**src/rtl/dense_piso.sv**
```systemverilog
// Parallel-in/serial-out window unloader: accepts NUM_SR_ROWS x P_SR_DEPTH bytes at once, emits them byte 0 first.
// Optional shift_last output is enabled by defining DENSE_PISO_LAST_EN.
`timescale 1ns/1ps

module dense_piso #(
   parameter int P_SR_DEPTH  = -1,
   parameter int NUM_SR_ROWS = -1,
   localparam int N          = P_SR_DEPTH * NUM_SR_ROWS,
   localparam int CNT_W      = (N > 1) ? $clog2(N) : 1
) (
   input  logic           clock,
   input  logic           reset,
   input  logic [8*N-1:0] p_window_in,
   input  logic           load_valid,
   output logic           load_ready,
   output logic [7:0]     shift_out,
   output logic           shift_valid,
`ifdef DENSE_PISO_LAST_EN
   output logic           shift_last,
`endif
   input  logic           shift_ready
);

   typedef enum logic {IDLE, SHIFT} state_t;

   localparam logic [CNT_W-1:0] LAST = CNT_W'(N - 1);

   state_t           state;
   logic [CNT_W-1:0] cnt;
   logic [8*N-1:0]   sr;
   logic             is_last;
   logic             load_fire;

   assign is_last     = (cnt == LAST);
   assign load_ready  = ~reset & ((state == IDLE) | ((state == SHIFT) & is_last & shift_ready));
   assign load_fire   = load_valid & load_ready;
   assign shift_valid = (state == SHIFT);
   assign shift_out   = sr[7:0];

`ifdef DENSE_PISO_LAST_EN
   assign shift_last  = shift_valid & is_last;
`endif

   // A logical right shift rather than a {8'h00, sr[8N-1:8]} slice keeps N==1 legal.
   always_ff @(posedge clock or posedge reset) begin
      if (reset) begin
         state <= IDLE;
         cnt   <= '0;
         sr    <= '0;
      end else begin
         // NOTE: state registers use non-blocking assignments so every branch sees pre-edge values.
         case (state)
            IDLE: begin
               if (load_fire) begin
                  sr    <= p_window_in;
                  cnt   <= '0;
                  state <= SHIFT;
               end
            end
            SHIFT: begin
               if (shift_ready) begin
                  if (!is_last) begin
                     sr  <= sr >> 8;
                     cnt <= cnt + 1'b1;
                  end else if (load_fire) begin
                     sr  <= p_window_in;
                     cnt <= '0;
                  end else begin
                     sr    <= sr >> 8;
                     cnt   <= '0;
                     state <= IDLE;
                  end
               end
            end
            default: state <= IDLE;
         endcase
      end
   end

endmodule

```
**config.mk**
```make
export PLATFORM = sky130hd
export DESIGN_NAME = dense_piso
export DESIGN_NICKNAME = d
export VERILOG_FILES = /design/src/rtl/dense_piso.sv
export SDC_FILE = /design/constraint.sdc
export NUM_CORES = 1
export LEC_CHECK = 0
export CELL_PAD_IN_SITES_DETAIL_PLACEMENT = 1
export CELL_PAD_IN_SITES_GLOBAL_PLACEMENT = 1
export CORE_MARGIN = 5
export CORE_UTILIZATION = 31
export CTS_BUF_LIST = sky130_fd_sc_hd__clkbuf_8
export DETAILED_ROUTE_END_ITERATION = 12
export MAX_ROUTING_LAYER = met4
export PLACE_DENSITY = 0.86
export SLEW_MARGIN = 20
export SYNTH_ARGS = -nofsm -noshare
export SYNTH_HDL_FRONTEND = slang
export SYNTH_SLANG_ARGS = --single-unit
export TNS_END_PERCENT = 1
```
**constraint.sdc**
```tcl
create_clock -name clock -period 2.7 [get_ports clock]
set_clock_uncertainty 0.05 [all_clocks]
set_input_delay 0.54 -clock clock [delete_from_list [all_inputs] [get_ports clock]]
set_output_delay 0.54 -clock clock [all_outputs]
set_load 0.02 [all_outputs]
```
* After elaboration in Yosys (flattened, before gate mapping) *
Cells that the tools add are included.

word-level totals
  flip-flop bits (word level) = 10
  input bits = 12
  output and inout port bits = 10
  word-level logic and storage cells = 28

operators by class
  add/sub/neg operators = 1
  equality and inequality tests = 2
  mux-type cells = 13
  bitwise gates (word level) = 8
  reductions and logical operators = 1

operators by type and width
  kind                                   number
  8-bit 2-to-1 mux                       4
  8-bit one-hot mux with 2 select lines  1
  1-bit 2-to-1 mux                       6
  1-bit AND                              4
  2-bit != test, second input constant   2
  1-bit one-hot mux with 2 select lines  2
  1-bit NOT                              3
  2-bit AND reduction                    1
  1-bit adder, second input constant     1
  1-bit bitwise OR                       1

* Longest topological paths before layout *
Gate-level depths: netlist of run 1.

  depth after elaboration = 10
  mapped depth = 4
  gate-level depth less buffers = 3

* Worst setup path after synthesis of run 1 *
Ideal clock, no wire load.

  path type = register -> output
  start = reg state, in the netlist shift_valid
  end = out load_ready
  arrival = 1.030 ns
  required time = 2.110 ns
  setup slack = 1.080 ns
  stages on the path, launching flop included = 3
  buffers on the path = 0
  cells stage by stage = dfrtp_1 > and2b_4 > nor2_1

on the way
  word-level cells in the longest chain between the ends = 4
  elaborated cells between the ends (all ways) = 5
  classes of those cells = 5 x bitwise

ends and longest elaborated chain
  item                    line  source
  start, declared         28    state_t state;
  start signal, assigned  47    state <= IDLE;
  start signal, assigned  57    state <= SHIFT;
  start signal, assigned  71    state <= IDLE;
  1-bit AND (2 in a row)  35    assign load_ready = ~reset & ((state == IDLE) | ((state == SHIFT) & is_last & shift_ready));
  1-bit bitwise OR (*)    35
  1-bit AND (*)           35
  end, declared           15    output logic load_ready,

Every way passes the cells marked *; elsewhere a longest branch is shown, timed or not.

* Worst setup path in the final report of run 1 *
  start = in shift_ready
  end = out load_ready

on the way
  word-level cells in the longest chain between the ends = 3

ends and longest elaborated chain
  item              line  source
  start, declared   21    input logic shift_ready
  1-bit AND         35
  1-bit bitwise OR  35
  1-bit AND         35

No other way between the ends.

==> results of run 1 <==
-- per-layer routing --
| metal | global-route usage (%) | vias up | share of wire [%] |
|---|---|---|---|
| li1 | - | 187 | - |
| met1 | 17.1 | 213 | 42 |
| met2 | 22.0 | 20 | 46 |
| met3 | 5.75 | 5 | 8.8 |
| met4 | 9.94 | 0 | 3.2 |
| met5 | - | - | 0 |
-- sequential cells by signal, summed over array words and instances (netlist names) --
signal,count
shift_valid,1
shift_out,8
-- layout make-up --
cell class	count	area, um^2
clock inverters	1	3.75
repair buffers	23	225
clock buffers	3	41.3
well taps	15	18.8
multi-input cells	24	190
fillers	149	593
inverters	1	3.75
flip-flops and latches	9	225
-- report_power, final --
part / internal [mW] / total (mW) / leakage [nW] / switching, mW
Sequential: 0.154 / 0.170 / 0.115 / 0.0159
Clock: 0.0995 / 0.158 / 0.0269 / 0.0587
Combinational: 0.0686 / 0.129 / 0.176 / 0.0609
-- per-stage QoR --
step	setup WS (ps)	cells
after floorplan	1080	35
after global placement	203	72
after detailed placement	199	72
after CTS	195	76
after global routing	136	76
final	204	76
-- how the worst max path moves through the flow --
stage                       endpoint        start  cells after the start  slack (ps)
final                     load_ready  shift_ready                      4         200
after global routing      load_ready  shift_ready                      4         140
after global placement    load_ready  shift_ready                      4         200
after detailed placement  load_ready  shift_ready                      4         200
after CTS                 load_ready  shift_ready                      4         200
after floorplan           load_ready  shift_valid                      2        1080
-- kinds of logic (layout without fill, tap and decap cells) --
| logic type | Yosys count | count (layout) | synth area share, % |
|---|---|---|---|
| simple gates | 7 | 7 | 12.0 |
| mux | 4 | 4 | 9.38 |
| flops | 9 | 9 | 52.8 |
| buf+inv | 2 | 28 | 2.64 |
| compound gates | 13 | 13 | 23.2 |
-- worst register-to-register path: stages, from the launching register on --
cell and delay, ps:
dfrtp_1 500, and2b_4 200, buf_4 150, nor2_4 50, a22o_1 220
-- cells in the mapped netlist --
master    number  area share (%)
dfrtp_1        9              53
inv_1          1            0.88
nand2_1        1            0.88
and2b_4        2             4.7
a22o_1         4             8.2
o21ai_1        4             4.7
nor2_1         1            0.88
nor2_4         1             2.6
a32oi_1        4             8.2
mux2i_1        4             9.4
nand2b_1       2             2.9
buf_4          1             1.8
o21ai_2        1             2.1
==> qor.csv, run 1 <==
metric;value;unit
root buffer cell;clkbuf_8;
CTS Buf Count;3;
slowest cell on the critical path;clkdlybuf4s50_1;
Worst EP required;2110;ps
Worst EP arrival;1910;ps
Power per Cell Area;646;nW/um^2
Worst Max-Slew Pin Slew;412;ps
Mapped Cells;35;
final slew viol count;0;
Antenna Violating Nets Remaining;0;
initial antenna violation count;0;
cell mode on critical path;clkdlybuf4s50_1;
Overall Power;0.457;mW
worst skew pair latency;230;ps
Final Net Count;74;
worst hold path depth;1;
DRT iter0 DRCs;3;
starting density of the core;32.8;%
# port buffers;21;
Hold WS;463;ps
Die H;47.1;um
Antenna diodes;0;
crit-path leading delay family;buffers and inverters;
H-tree lvl count;1;
Placement Cell Area;663;um^2
commonest non-fill, non-tap cells in the layout;clkdlybuf4s50_1, dfrtp_1;
min-delay worst type;flop to flop;
Area Overhead vs Synth;66.0;%
pin count of the biggest net entering global routing;10;
worst r2r dst;shift_out[0];
Core Footprint;1300;um^2
CTS tree;built;
Detailed Place HPWL;1000;um
first-pass iteration count of the detailed router;4;
wire length per cell;17.7;um
kind of critical path;input pin to output port;
#FFs+latches synth;9;
post-CTS setup buffers;0;
global-route wire length before repair;2130;um
WP buf/inv;2;
# resized after CTS;0;
HP Start;shift_out[6];
Leak;0.317;nW
total global routing overflow;0;
CP max stage delay;610;ps
Residual DRC;0;
worst vdd ir;328;uV
Slew HR;72.5;%
R2R setup slack;1410;ps
total die area;2220;um^2
status;finished clean;
crit path time final;2500;ps
setup TNS;0;ps
final setup fails;0;
Synthesis Warnings;0;
Critical R2R Launch;shift_valid;
Via Count;425;
Critical Path Fanout Max;2;
clock buffer depth;2;
Die Width;47.1;um
post-DR vias/cell;5.59;
final core area utilization;54.4;%
number of global-route vias before repair;463;
Final GP Congestion;0.749;
Yosys cell types;13;
Worst Hold End;shift_out[6];
CTS clk-pin slew, worst paths;50;ps
CP endpoint kind;output port;
Avg Synthesized Cell Area;12.2;um^2
endpoints failing hold;0;
ratio of cells with drive above 1 in the final layout;14.8;%
# rows;13;
CTS Sinks;9;
part of the cycle the worst path needs;92.5;%
unrepaired setup endpoints after global routing;false;
fmax;401;MHz
CP startpoint kind;input pin;
Max Cap Viol;0;
Syn Std Cell Area;427;um^2
Routed Wire Length;1350;um
register area share after synthesis;52.8;%
worst reg2reg path depth;4;
I/O pins;22;
Net Count, Synth;47;
CP Cell Sequence;clkdlybuf4s50_1 > and2b_4 > nor2_1 > clkdlybuf4s50_1;
GRT Total Usage;15.1;%
commonest non-fill, non-tap cell in the layout;clkdlybuf4s50_1;
hold_buf cts;0;
Post-Layout Inst Area;708;um^2
No activity file was read; power rests on OpenSTA's default activity.
==> run 2, diff against run 1 <==
PLACE_DENSITY = not set   (was 0.86)
PLACE_DENSITY_LB_ADDON = 0.1   (was not set)
==> run 2 against run 1 <==
Against the previous run:
- critical path depth is the same
- final cell count shrank 1.3%
- clock-buffer cell count is the same
- first-iteration DRC count is the same
- register-to-register slack gained 100 ps
==> qor.csv, run 2 (synthesis gave the netlist of run 1 again) <==
metric;value;unit;change
pin count of the biggest net entering global routing;10;;unchanged
starting density of the core;32.8;%;unchanged
Power per Cell Area;647;nW/um^2;was 646 nW/um^2
Critical Path Fanout Max;6;;was 2
Core Footprint;1300;um^2;unchanged
crit path time final;2510;ps;was 2500 ps
hold_buf cts;0;;unchanged
wire length per cell;17.7;um;about the same
H-tree lvl count;1;;unchanged
CP startpoint kind;input pin;;unchanged
R2R setup slack;1510;ps;was 1410 ps
Final Net Count;73;;was 74
Detailed Place HPWL;1040;um;was 1000 um
I/O pins;22;;unchanged
clock buffer depth;2;;unchanged
status;finished clean;;unchanged
post-DR vias/cell;5.20;;was 5.59
part of the cycle the worst path needs;93.1;%;was 92.5%
Routed Wire Length;1330;um;was 1350 um
GRT Total Usage;15.4;%;was 15.1%
setup TNS;0;ps;unchanged
first-pass iteration count of the detailed router;4;;unchanged
final slew viol count;0;;unchanged
post-CTS setup buffers;0;;unchanged
CTS clk-pin slew, worst paths;40;ps;was 50 ps
# port buffers;21;;unchanged
commonest non-fill, non-tap cells in the layout;clkdlybuf4s50_1, dfrtp_1;;unchanged
kind of critical path;input pin to output port;;unchanged
min-delay worst type;flop to flop;;unchanged
# rows;13;;unchanged
Max Cap Viol;0;;unchanged
Antenna diodes;0;;unchanged
Die Width;47.1;um;unchanged
root buffer cell;clkbuf_8;;unchanged
Worst EP arrival;1920;ps;was 1910 ps
Fill cells;144;;was 149
Via Count;390;;was 425
Slew HR;73.2;%;was 72.5%
worst reg2reg path depth;3;;was 4
# resized after CTS;0;;unchanged
CTS Buf Count;3;;unchanged
Worst Max-Slew Pin Slew;403;ps;was 412 ps
CP endpoint kind;output port;;unchanged
fmax;398;MHz;was 401 MHz
Critical R2R Launch;shift_valid;;unchanged
DRT iter0 DRCs;3;;unchanged
Residual DRC;0;;unchanged
total global routing overflow;0;;unchanged
Final GP Congestion;0.727;;was 0.749
global-route wire length before repair;2150;um;was 2130 um
endpoints failing hold;0;;unchanged
final core area utilization;53.8;%;was 54.4%
total die area;2220;um^2;unchanged
CTS Sinks;9;;unchanged
worst hold path depth;1;;unchanged
initial antenna violation count;0;;unchanged
Antenna Violating Nets Remaining;0;;unchanged
ratio of cells with drive above 1 in the final layout;13.3;%;was 14.8%
Area Overhead vs Synth;64.2;%;was 66.0%
Leak;0.312;nW;was 0.317 nW
HP Start;shift_out[0];;was shift_out[6]
commonest non-fill, non-tap cell in the layout;clkdlybuf4s50_1;;unchanged
worst vdd ir;387;uV;was 328 uV
worst skew pair latency;240;ps;was 230 ps
Worst Hold End;shift_out[0];;was shift_out[6]
final setup fails;0;;unchanged
unrepaired setup endpoints after global routing;false;;unchanged
Die H;47.1;um;unchanged
number of global-route vias before repair;461;;was 463
Worst EP required;2110;ps;about the same
Largest register FFs;8;;unchanged
CTS tree;built;;unchanged
worst r2r dst;shift_out[7];;was shift_out[0]
run 2: report_power, final:
part | switching, mW | internal [mW] | leakage, nW
clock network | 0.0562 | 0.0992 | 0.0269
logic | 0.0600 | 0.0674 | 0.170
registers | 0.0166 | 0.154 | 0.115
run 2: worst max-delay path, cell delays in order:
cell and delay [ps]:
clkdlybuf4s50_1 470, and2b_4 220, nor2_1 90, clkdlybuf4s50_1 610
run 2: final cells by class:
cell class,count,area (um^2),share of cell area (%)
sequential,9,225,32.1
timing repair buffer,22,218,31.1
multi-input combinational,24,190,27.1
clock buffer,3,41.3,5.89
tap,15,18.8,2.68
clock inverter,1,3.75,0.536
inverter,1,3.75,0.536
run 2: how the worst max path moves through the flow:
stage	startpoint	to	slack (ps)	depth (start not counted)
after global placement	shift_ready	load_ready	190	4
after global routing	shift_ready	load_ready	120	4
after CTS	shift_ready	load_ready	170	4
after floorplan	shift_valid	load_ready	1080	2
final	shift_ready	load_ready	190	4
after detailed placement	shift_ready	load_ready	180	4
run 2: through the flow:
step	cell area (um^2)	cells	hold slack (ps)	worst slack [ps]	total power, mW
3_3_place_gp	656	71	443	194	0.295
4_1_cts	701	75	468	174	0.458
5_1_grt	701	75	475	122	0.476
3_5_place_dp	656	71	454	180	0.301
2_1_floorplan	427	35	318	1080	0.230
6_report	701	75	464	185	0.453
run 2: layer usage:
layer | global-route usage (%) | wire [um]
met1 | 15.3 | 532
met2 | 26.6 | 676
met3 | 4.60 | 97
met4 | 8.29 | 22
met5 | - | 0
